File: src/rtl/obstacle_pkg.sv
// Shared types and constants for the obstacle scheduler: FSM states, obstacle
// heights, colours and the LFSR-to-height mapping.
package obstacle_pkg;

    typedef enum logic [1:0] {
        IDLE,
        ERASE,
        MOVE,
        DRAW
    } state_t;

    localparam logic [6:0] H_SMALL      = 7'd30;
    localparam logic [6:0] H_MED        = 7'd60;
    localparam logic [6:0] H_LARGE      = 7'd90;
    localparam logic [2:0] COLOUR_BLACK = 3'b000;
    localparam logic [3:0] LFSR_SEED    = 4'b1110;

    // Roughly 6/16 small, 5/16 medium, 5/16 large.
    function automatic logic [6:0] height_map(input logic [3:0] r);
        if (r < 4'd6) begin
            return H_SMALL;
        end else if (r < 4'd11) begin
            return H_MED;
        end
        return H_LARGE;
    endfunction

endpackage

File: src/rtl/obstacle_lfsr.sv
// Free-running 4-bit LFSR supplying the pseudo-random height on each wrap.
module obstacle_lfsr
    import obstacle_pkg::*;
(
    input  logic       clock,
    input  logic       reset,
    output logic [3:0] value
);

    logic [3:0] lfsr_q;
    logic [3:0] lfsr_d;

    always_comb begin
        lfsr_d = {lfsr_q[2], lfsr_q[1], lfsr_q[0], lfsr_q[2] ^ lfsr_q[3]};
    end

    always_ff @(posedge clock) begin
        if (reset) begin
            lfsr_q <= LFSR_SEED;
        end else begin
            lfsr_q <= lfsr_d;
        end
    end

    assign value = lfsr_q;

endmodule

File: src/rtl/obstacle_scheduler.sv
// Per-frame erase / move / redraw sequencer for one obstacle rectangle,
// emitting one framebuffer pixel write per clock.
module obstacle_scheduler
    import obstacle_pkg::*;
#(
    parameter int          OBS_W      = 11,
    parameter int          SCREEN_W   = 160,
    parameter int          GROUND_Y   = 120,
    parameter logic [2:0]  OBS_COLOUR = 3'b010
) (
    input  logic       clock,
    input  logic       reset,
    input  logic       frame_tick,
    input  logic       go,
    input  logic [2:0] speed,
    output logic [7:0] x_out,
    output logic [6:0] y_out,
    output logic [2:0] colour,
    output logic       plot,
    output logic       busy,
    output logic [7:0] obs_x,
    output logic [6:0] obs_h,
    output logic       wrapped
);

    localparam logic [7:0] WRAP_X  = 8'(SCREEN_W - OBS_W);
    localparam logic [3:0] CX_LAST = 4'(OBS_W - 1);
    localparam logic [6:0] GROUND  = 7'(GROUND_Y);

    state_t     state_q, state_d;
    logic [3:0] cx_q, cx_d;
    logic [6:0] cy_q, cy_d;
    logic [7:0] x0_q, x0_d;
    logic [6:0] h_q, h_d;
    logic       drawn_q, drawn_d;
    logic       pending_q, pending_d;
    logic [7:0] x_out_q, x_out_d;
    logic [6:0] y_out_q, y_out_d;
    logic [2:0] colour_q, colour_d;
    logic       plot_q, plot_d;

    logic [3:0] lfsr_value;
    logic [7:0] step;
    logic       scan_last;
    logic       wrap_now;

    obstacle_lfsr u_lfsr (
        .clock (clock),
        .reset (reset),
        .value (lfsr_value)
    );

    assign step      = (speed == 3'd0) ? 8'd1 : {5'd0, speed};
    assign scan_last = (cx_q == CX_LAST) && (cy_q == h_q - 7'd1);
    assign wrap_now  = drawn_q && (x0_q < step);

    always_comb begin
        state_d   = state_q;
        cx_d      = cx_q;
        cy_d      = cy_q;
        x0_d      = x0_q;
        h_d       = h_q;
        drawn_d   = drawn_q;
        pending_d = pending_q;

        if ((state_q != IDLE) && frame_tick && go) begin
            pending_d = 1'b1;
        end

        case (state_q)
            IDLE: begin
                if (!go) begin
                    pending_d = 1'b0;
                end else if (frame_tick || pending_q) begin
                    state_d   = drawn_q ? ERASE : MOVE;
                    pending_d = 1'b0;
                    cx_d      = 4'd0;
                    cy_d      = 7'd0;
                end
            end
            ERASE, DRAW: begin
                if (cx_q == CX_LAST) begin
                    cx_d = 4'd0;
                    cy_d = cy_q + 7'd1;
                end else begin
                    cx_d = cx_q + 4'd1;
                end
                if (scan_last) begin
                    cy_d = 7'd0;
                    if (state_q == ERASE) begin
                        state_d = MOVE;
                    end else begin
                        state_d = IDLE;
                        drawn_d = 1'b1;
                    end
                end
            end
            MOVE: begin
                state_d = DRAW;
                cx_d    = 4'd0;
                cy_d    = 7'd0;
                if (wrap_now) begin
                    x0_d = WRAP_X;
                    h_d  = height_map(lfsr_value);
                end else if (drawn_q) begin
                    x0_d = x0_q - step;
                end
            end
            default: state_d = IDLE;
        endcase

        // Pixel outputs are built from next-cycle values so they line up with the state they belong to.
        plot_d   = (state_d == ERASE) || (state_d == DRAW);
        x_out_d  = x_out_q;
        y_out_d  = y_out_q;
        colour_d = colour_q;
        if (plot_d) begin
            x_out_d  = x0_d + {4'd0, cx_d};
            y_out_d  = GROUND - h_d + cy_d;
            colour_d = (state_d == DRAW) ? OBS_COLOUR : COLOUR_BLACK;
        end
    end

    always_ff @(posedge clock) begin
        if (reset) begin
            state_q   <= IDLE;
            cx_q      <= 4'd0;
            cy_q      <= 7'd0;
            x0_q      <= WRAP_X;
            h_q       <= H_LARGE;
            drawn_q   <= 1'b0;
            pending_q <= 1'b0;
            x_out_q   <= 8'd0;
            y_out_q   <= 7'd0;
            colour_q  <= COLOUR_BLACK;
            plot_q    <= 1'b0;
        end else begin
            state_q   <= state_d;
            cx_q      <= cx_d;
            cy_q      <= cy_d;
            x0_q      <= x0_d;
            h_q       <= h_d;
            drawn_q   <= drawn_d;
            pending_q <= pending_d;
            x_out_q   <= x_out_d;
            y_out_q   <= y_out_d;
            colour_q  <= colour_d;
            plot_q    <= plot_d;
        end
    end

    assign x_out   = x_out_q;
    assign y_out   = y_out_q;
    assign colour  = colour_q;
    assign plot    = plot_q;
    assign busy    = (state_q != IDLE);
    assign obs_x   = x0_q;
    assign obs_h   = h_q;
    assign wrapped = (state_q == MOVE) && wrap_now;

endmodule

File: config.mk
export PLATFORM = sky130hd
export DESIGN_NAME = obstacle_scheduler
export DESIGN_NICKNAME = d
export VERILOG_FILES = /design/src/rtl/obstacle_pkg.sv /design/src/rtl/obstacle_lfsr.sv /design/src/rtl/obstacle_scheduler.sv
export SDC_FILE = /design/constraint.sdc
export NUM_CORES = 1
export LEC_CHECK = 0
export BUFFER_PORTS_ARGS = -buffer_cell sky130_fd_sc_hd__buf_2
export CORE_ASPECT_RATIO = 1.5
export CORE_MARGIN = 2
export CORE_UTILIZATION = 50
export CTS_CLUSTER_DIAMETER = 80
export DETAILED_ROUTE_END_ITERATION = 10
export GPL_TIMING_DRIVEN = 1
export PLACE_DENSITY = 0.71
export RECOVER_POWER = 25
export REMOVE_ABC_BUFFERS = 1
export SLEW_MARGIN = 10
export SYNTH_ARGS = -nofsm -noshare
export SYNTH_HDL_FRONTEND = slang
export SYNTH_SLANG_ARGS = --single-unit
File: constraint.sdc
create_clock -name clock -period 7.9 [get_ports clock]
set_clock_uncertainty 0.05 [all_clocks]
set_input_delay 1.185 -clock clock [delete_from_list [all_inputs] [get_ports clock]]
set_output_delay 1.185 -clock clock [all_outputs]
set_load 0.05 [all_outputs]
# After elaboration in Yosys (flattened, before gate mapping)

Index checks and enable logic that the tools add are counted.

Input bits: 7
Output and inout port bits: 36
Register bits after elaboration: 53

Equal/unequal tests: 7
Bitwise logic cells: 2
Reductions and logical operators: 12
Magnitude comparators: 3
$add $sub $neg: 7
Multiplexer cells: 33

Operator list:

| operator            | count |
|---|---|
| $mux 7              | 9 |
| $mux 8              | 3 |
| $pmux 7 s3          | 1 |
| $mux 2              | 6 |
| $mux 4              | 3 |
| $pmux 4 s3          | 1 |
| $add 8x4->8         | 1 |
| $lt 8x3->1          | 1 |
| $mux 1              | 8 |
| $sub 8x3->8         | 1 |
| $add 7x1->7 const B | 1 |
| $add 7x7->7         | 1 |
| $eq 7x7->1          | 1 |
| $sub 7x1->7 const B | 1 |
| $sub 7x7->7 const A | 1 |
| $eq 2x2->1 const B  | 3 |
| $pmux 2 s3          | 1 |
| $logic_and 1x1->1   | 5 |
| $add 4x1->4 const B | 1 |
| $eq 2x1->1 const B  | 2 |
| $eq 4x4->1 const B  | 1 |
| $lt 4x3->1 const B  | 1 |
| $lt 4x4->1 const B  | 1 |
| $logic_not 3->1     | 1 |
| other kinds (8)     | 9 |

# Longest topological paths before layout

Word-level depth: 11
Mapped depth: 19
Depth with buffers taken out: 18

# By module

A second synthesis with hierarchy kept.

Cells, all modules: 337
Area total of the unflattened synthesis: 3024.2 um^2

Modules (own cells, without submodules):

| module             | instances | sequential area each (um^2) | area each (um^2) | cells an instance |
|---|---|---|---|---|
| obstacle_scheduler | 1         | 940.9                       | 2890.3           | 325 |
| obstacle_lfsr      | 1         | 80.1                        | 133.9            | 12 |

# Worst setup path after synthesis

No wires, ideal clock.

Path type: input -> register
Start: in speed[1]
End: reg y_out_q[6] (netlist: y_out[6])
Data required time: 7736 ps
Data arrival time: 4584 ps
Cell stages on the path: 17
Path buffers: 0
Slack: 3152 ps
Cell sequence: o21bai_1 ha_1 inv_1 fa_1 a2111oi_2 nand3_2 inv_2 o21ai_0 ha_1 ha_1 a21o_1 a21oi_1 o21bai_1 a21oi_1 xnor2_1 xnor2_1 a21o_1

Longest elaborated chain between the ends: 8

RTL lines:

| element               | RTL line                  | text |
|---|---|---|
| from (decl)           | obstacle_scheduler.sv:15  | `input logic [2:0] speed,` |
| $logic_not 3->1       | obstacle_scheduler.sv:53  | `assign step = (speed == 3'd0) ? 8'd1 : {5'd0, speed};` |
| $mux 3 (*)            | obstacle_scheduler.sv:53  |  |
| $lt 8x3->1 (*)        | obstacle_scheduler.sv:55  | `assign wrap_now = drawn_q && (x0_q < step);` |
| $logic_and 1x1->1 (*) | obstacle_scheduler.sv:55  |  |
| $mux 7 (*)            | obstacle_scheduler.sv:102 | `if (wrap_now) begin` |
| $mux 7 (*)            | obstacle_scheduler.sv:70  | `case (state_q)` |
| $sub 7x7->7 (*)       | obstacle_scheduler.sv:119 | `y_out_d = GROUND - h_d + cy_d;` |
| $add 7x7->7 (*)       | obstacle_scheduler.sv:119 |  |
| to (signal assigned)  | obstacle_scheduler.sv:146 | `y_out_q <= y_out_d;` |
| to (decl)             | obstacle_scheduler.sv:38  | `logic [6:0] y_out_q, y_out_d;` |

Every way passes the cells marked *; elsewhere a longest branch is shown, timed or not.
A chain may end at the register's enable or synchronous reset.

# Final worst setup path

Start: in speed[1]
End: reg y_out_q[5] (netlist: y_out[5])

The elaborated chain is that of the path after synthesis.

==> flow_summary_export.csv <==
group,metric,value,unit
final_layout,drive_gt1_share,12.3,%
die,placeableCoreArea,0.00579,sq mm
critical_path,end_kind,"flop",
logic_synthesis,ys.flop_type,"dfxtp_1",
logic_synthesis,synth_compound_area_share,15.0,%
clocking,cts_tree,"yes",
pwr,ir_worst_vdd,86.9,uV
critical_path,cp_data_required_time,7.98,ns
clocking,cts_setup_buffers,0,
critical_path,critPathLaunchType,"input port",
final_layout,synthToLayoutAreaGrowth,10.1,%
die,dieWidth,67.2,microns
placed_design,globalplace.congestion,0.854,
final_layout,nets,416,
pwr,intPower,0.361,mW
die,chipHeight,98.8,microns
critical_path,path_class,"input port to flop",
timing,rsz0062_at_grt,"false",
die,start_util,51.7,%
logic_synthesis,synth-simple-area-share,21.0,%
critical_path,r2r_cells,18,
pwr,power.share.clock,29.6,%
pwr,pwr-share-comb,18.9,%
placed_design,dpl.hpwl,4670,microns
timing,final_hold_viol_count,0,
die,die-area,0.00663,sq mm
logic_synthesis,synthCells,347,
grt,grt_usage,20.4,%
clocking,cts_buffers,5,
timing,layout_min_cycle_time,4.76,ns
logic_synthesis,synth_area,0.00299,sq mm
clocking,cts_root_buf,"clkbuf_8",
clocking,ctsHtreeMaxLevel,2,
pwr,swShare,33.4,%
logic_synthesis,muxShareOfSynthArea,4.10,%
routing,drtPass1Iterations,4,
clocking,clock_path_buffers,2,
routing,routedWlPerCell,13.8,microns
logic_synthesis,synthAdderAreaFrac,12.5,%
placed_design,port_buffers,40,
pwr,report.power.total,0.542,mW
clocking,clk_pin_slew,0.10,ns
critical_path,arrival,4.84,ns
grt,grt_max_degree,52,
timing,tightest_slew,2.12,ns
logic_synthesis,synth_top_family_by_area,"simple AND/OR/NAND/NOR gates",
pwr,p_seq_share,51.5,%
logic_synthesis,yosys_warnings,0,
logic_synthesis,synth_edf_count,0,
logic_synthesis,synth.avg_cell_area,8.62,sq um
logic_synthesis,synth.top_cell.area_share,34.1,%
grt,overflow,0,
clocking,cts_hold_buf,0,
die,io_pins,43,
logic_synthesis,ys_seq_area_share,34.1,%
grt,antenna_found_initial,0,
min_path,hold_path_class,"flop to flop",
grt,grt_pass1_wl,10500,microns
timing,maxSlewViolCount,52,
run_status,status,"complete, but fails checks",
logic_synthesis,yosys.area.top_type,"dfxtp_1",
routing,wl,6240,microns
min_path,hold_depth,2,
die,rows,34,
final_layout,antenna_cells,0,
timing,fin_crit_sh,60.2,%
routing,drt_iter0_markers,134,
routing,antenna_left,0,
logic_synthesis,ys_ff_latch,51,
pwr,p_per_area,165,mW/mm^2
timing,setup_viol,0,
logic_synthesis,yosysUniqueCellTypes,51,
routing,avgViaCountPerCell,5.37,
run,maxCapViolCount,1,
logic_synthesis,synthTopCellsByArea,"dfxtp_1 34%, ha_1 10%, nor2_1 5.1%",
critical_path,crit_path_max_fanout,9,
timing,finalSetupTns,0,ns
timing,hold_slack,0.426,ns
grt,grt_pass1_vias,2338,
clocking,cts_sinks,51,
run_status,violations,"capacitance limit, slew limit",
pwr,leakagePower,1.48,nW
routing,drc,0,
clocking,cts_resized,0,
logic_synthesis,synthXorXnorAreaFrac,7.90,%
clocking,clock_latency,0.31,ns
final_layout,fillers,559,
pwr,p_switching,0.181,mW
routing,num_vias,2438,
timing,relSlewSlack,-41.1,%
timing,clock.fmax,210,MHz
logic_synthesis,async_flop_share,0,%
-- state kept, by name (all words and copies together), names as in the netlist, 2 cells and up --
name          count
obs_x             8
x_out             8
cy_q              7
obs_h             7
y_out             7
cx_q              4
u_lfsr.value      4
state_q           2
-- power groups by stage --
stage                     Clock [mW]  Combinational, mW  Sequential [mW]
after floorplan                    0             0.0477            0.316
after global placement             0              0.104            0.285
after detailed placement           0              0.106            0.285
after CTS                      0.165              0.106            0.279
after global routing           0.175              0.111            0.282
final                          0.160              0.103            0.279
-- cells by family (layout without fill, tap and decap cells) --
logic type | count (synthesis) | in the layout
compound gates | 63 | 63
xor+xnor | 27 | 27
fa+ha+maj | 28 | 28
buf+inv | 38 | 72
flops | 51 | 51
mux | 12 | 12
other cells | 1 | 2
simple gates | 127 | 127
-- cell usage after synthesis, types with 4 or more instances --
| cell | instances |
|---|---|
| nand2_1 | 22 |
| dfxtp_1 | 51 |
| o21ai_0 | 6 |
| a211oi_1 | 6 |
| inv_1 | 23 |
| nor3_1 | 11 |
| a21o_1 | 8 |
| clkbuf_1 | 10 |
| o21ai_1 | 4 |
| nand3_1 | 8 |
| xnor2_1 | 14 |
| a21oi_1 | 16 |
| ha_1 | 25 |
| mux2i_1 | 10 |
| or2_2 | 7 |
| nor2b_1 | 10 |
| nand2b_1 | 10 |
| nor2_1 | 41 |
| xor2_1 | 13 |
-- cells in the final DEF (no fill, tap or decap), types with 3 or more instances in the layout --
master and count:
nand3_1 8, nor2_1 41, a211oi_1 6, dfxtp_1 51
nor4_1 3, clkbuf_1 17, nand4_1 3, nand2_1 22
xnor2_1 14, nor2b_1 10, a31oi_1 3, xor2_1 13
ha_1 25, mux2i_1 10, a22o_1 3, buf_2 23
fa_1 3, a21oi_1 15, inv_1 23, clkbuf_8 5
a21o_1 8, nand3b_1 3, nand2b_1 10, or2_2 7
o21ai_0 6, o21ai_1 4, nor3_1 11
-- worst max-delay path, stage by stage --
cell and delay [ns]:
buf_2 0.10, o21bai_1 0.13, ha_1 0.19, inv_1 0.06
fa_1 0.45, a2111oi_2 0.43, nand3_2 0.27, nor4_1 0.44
a21o_1 0.16, ha_1 0.24, ha_1 0.23, fa_1 0.40
a21oi_1 0.14, nor2_1 0.05, nor2_1 0.11, xnor2_1 0.07
mux2i_1 0.12, nor2_1 0.05
-- layer usage --
| metal | vias up | share of wire [%] | wire (microns) | track usage (%) |
|---|---|---|---|---|
| met5 | - | 0 | 0 | 0 |
| met4 | 0 | 3.0 | 187 | 9.11 |
| met3 | 13 | 3.5 | 220 | 3.77 |
| met2 | 57 | 51 | 3190 | 34.8 |
| met1 | 1120 | 42 | 2640 | 24.1 |
| li1 | 1248 | - | - | - |
-- area by class of cell --
cell class                 instances  area, sq um  share of cell area [%]
multi-input combinational        259         1820                    55.2
clock inverter                     3         26.3                   0.797
tap                               72         90.1                    2.73
inverter                          24         90.1                    2.73
sequential                        51         1020                    31.0
clock buffer                       5         68.8                    2.09
timing repair buffer              40          179                    5.43
-- worst paths after layout --
| path | slack, ns | from | end |
|---|---|---|---|
| setup / recovery | 3.14 | speed[1] | y_out[5]$_SDFFE_PP0P_ |
| setup reg to reg | 3.44 | obs_h[0]$_SDFF_PP0_ | y_out[6]$_SDFFE_PP0P_ |
| hold / removal | 0.43 | colour[1]$_SDFFE_PP0P_ | colour[1]$_SDFFE_PP0P_ |
| hold reg to reg | 0.43 | colour[1]$_SDFFE_PP0P_ | colour[1]$_SDFFE_PP0P_ |
-- through the flow --
step	std cells	instance area (sq um)	util, %	worst slack, ns
2_1_floorplan	334	2930	-	3.15
3_3_place_gp	446	3220	55.7	2.99
3_5_place_dp	446	3220	55.7	2.83
4_1_cts	454	3320	57.3	3.15
5_1_grt	454	3300	57.0	2.80
6_report	454	3300	57.0	3.14
(Power assumes the default switching activity.)
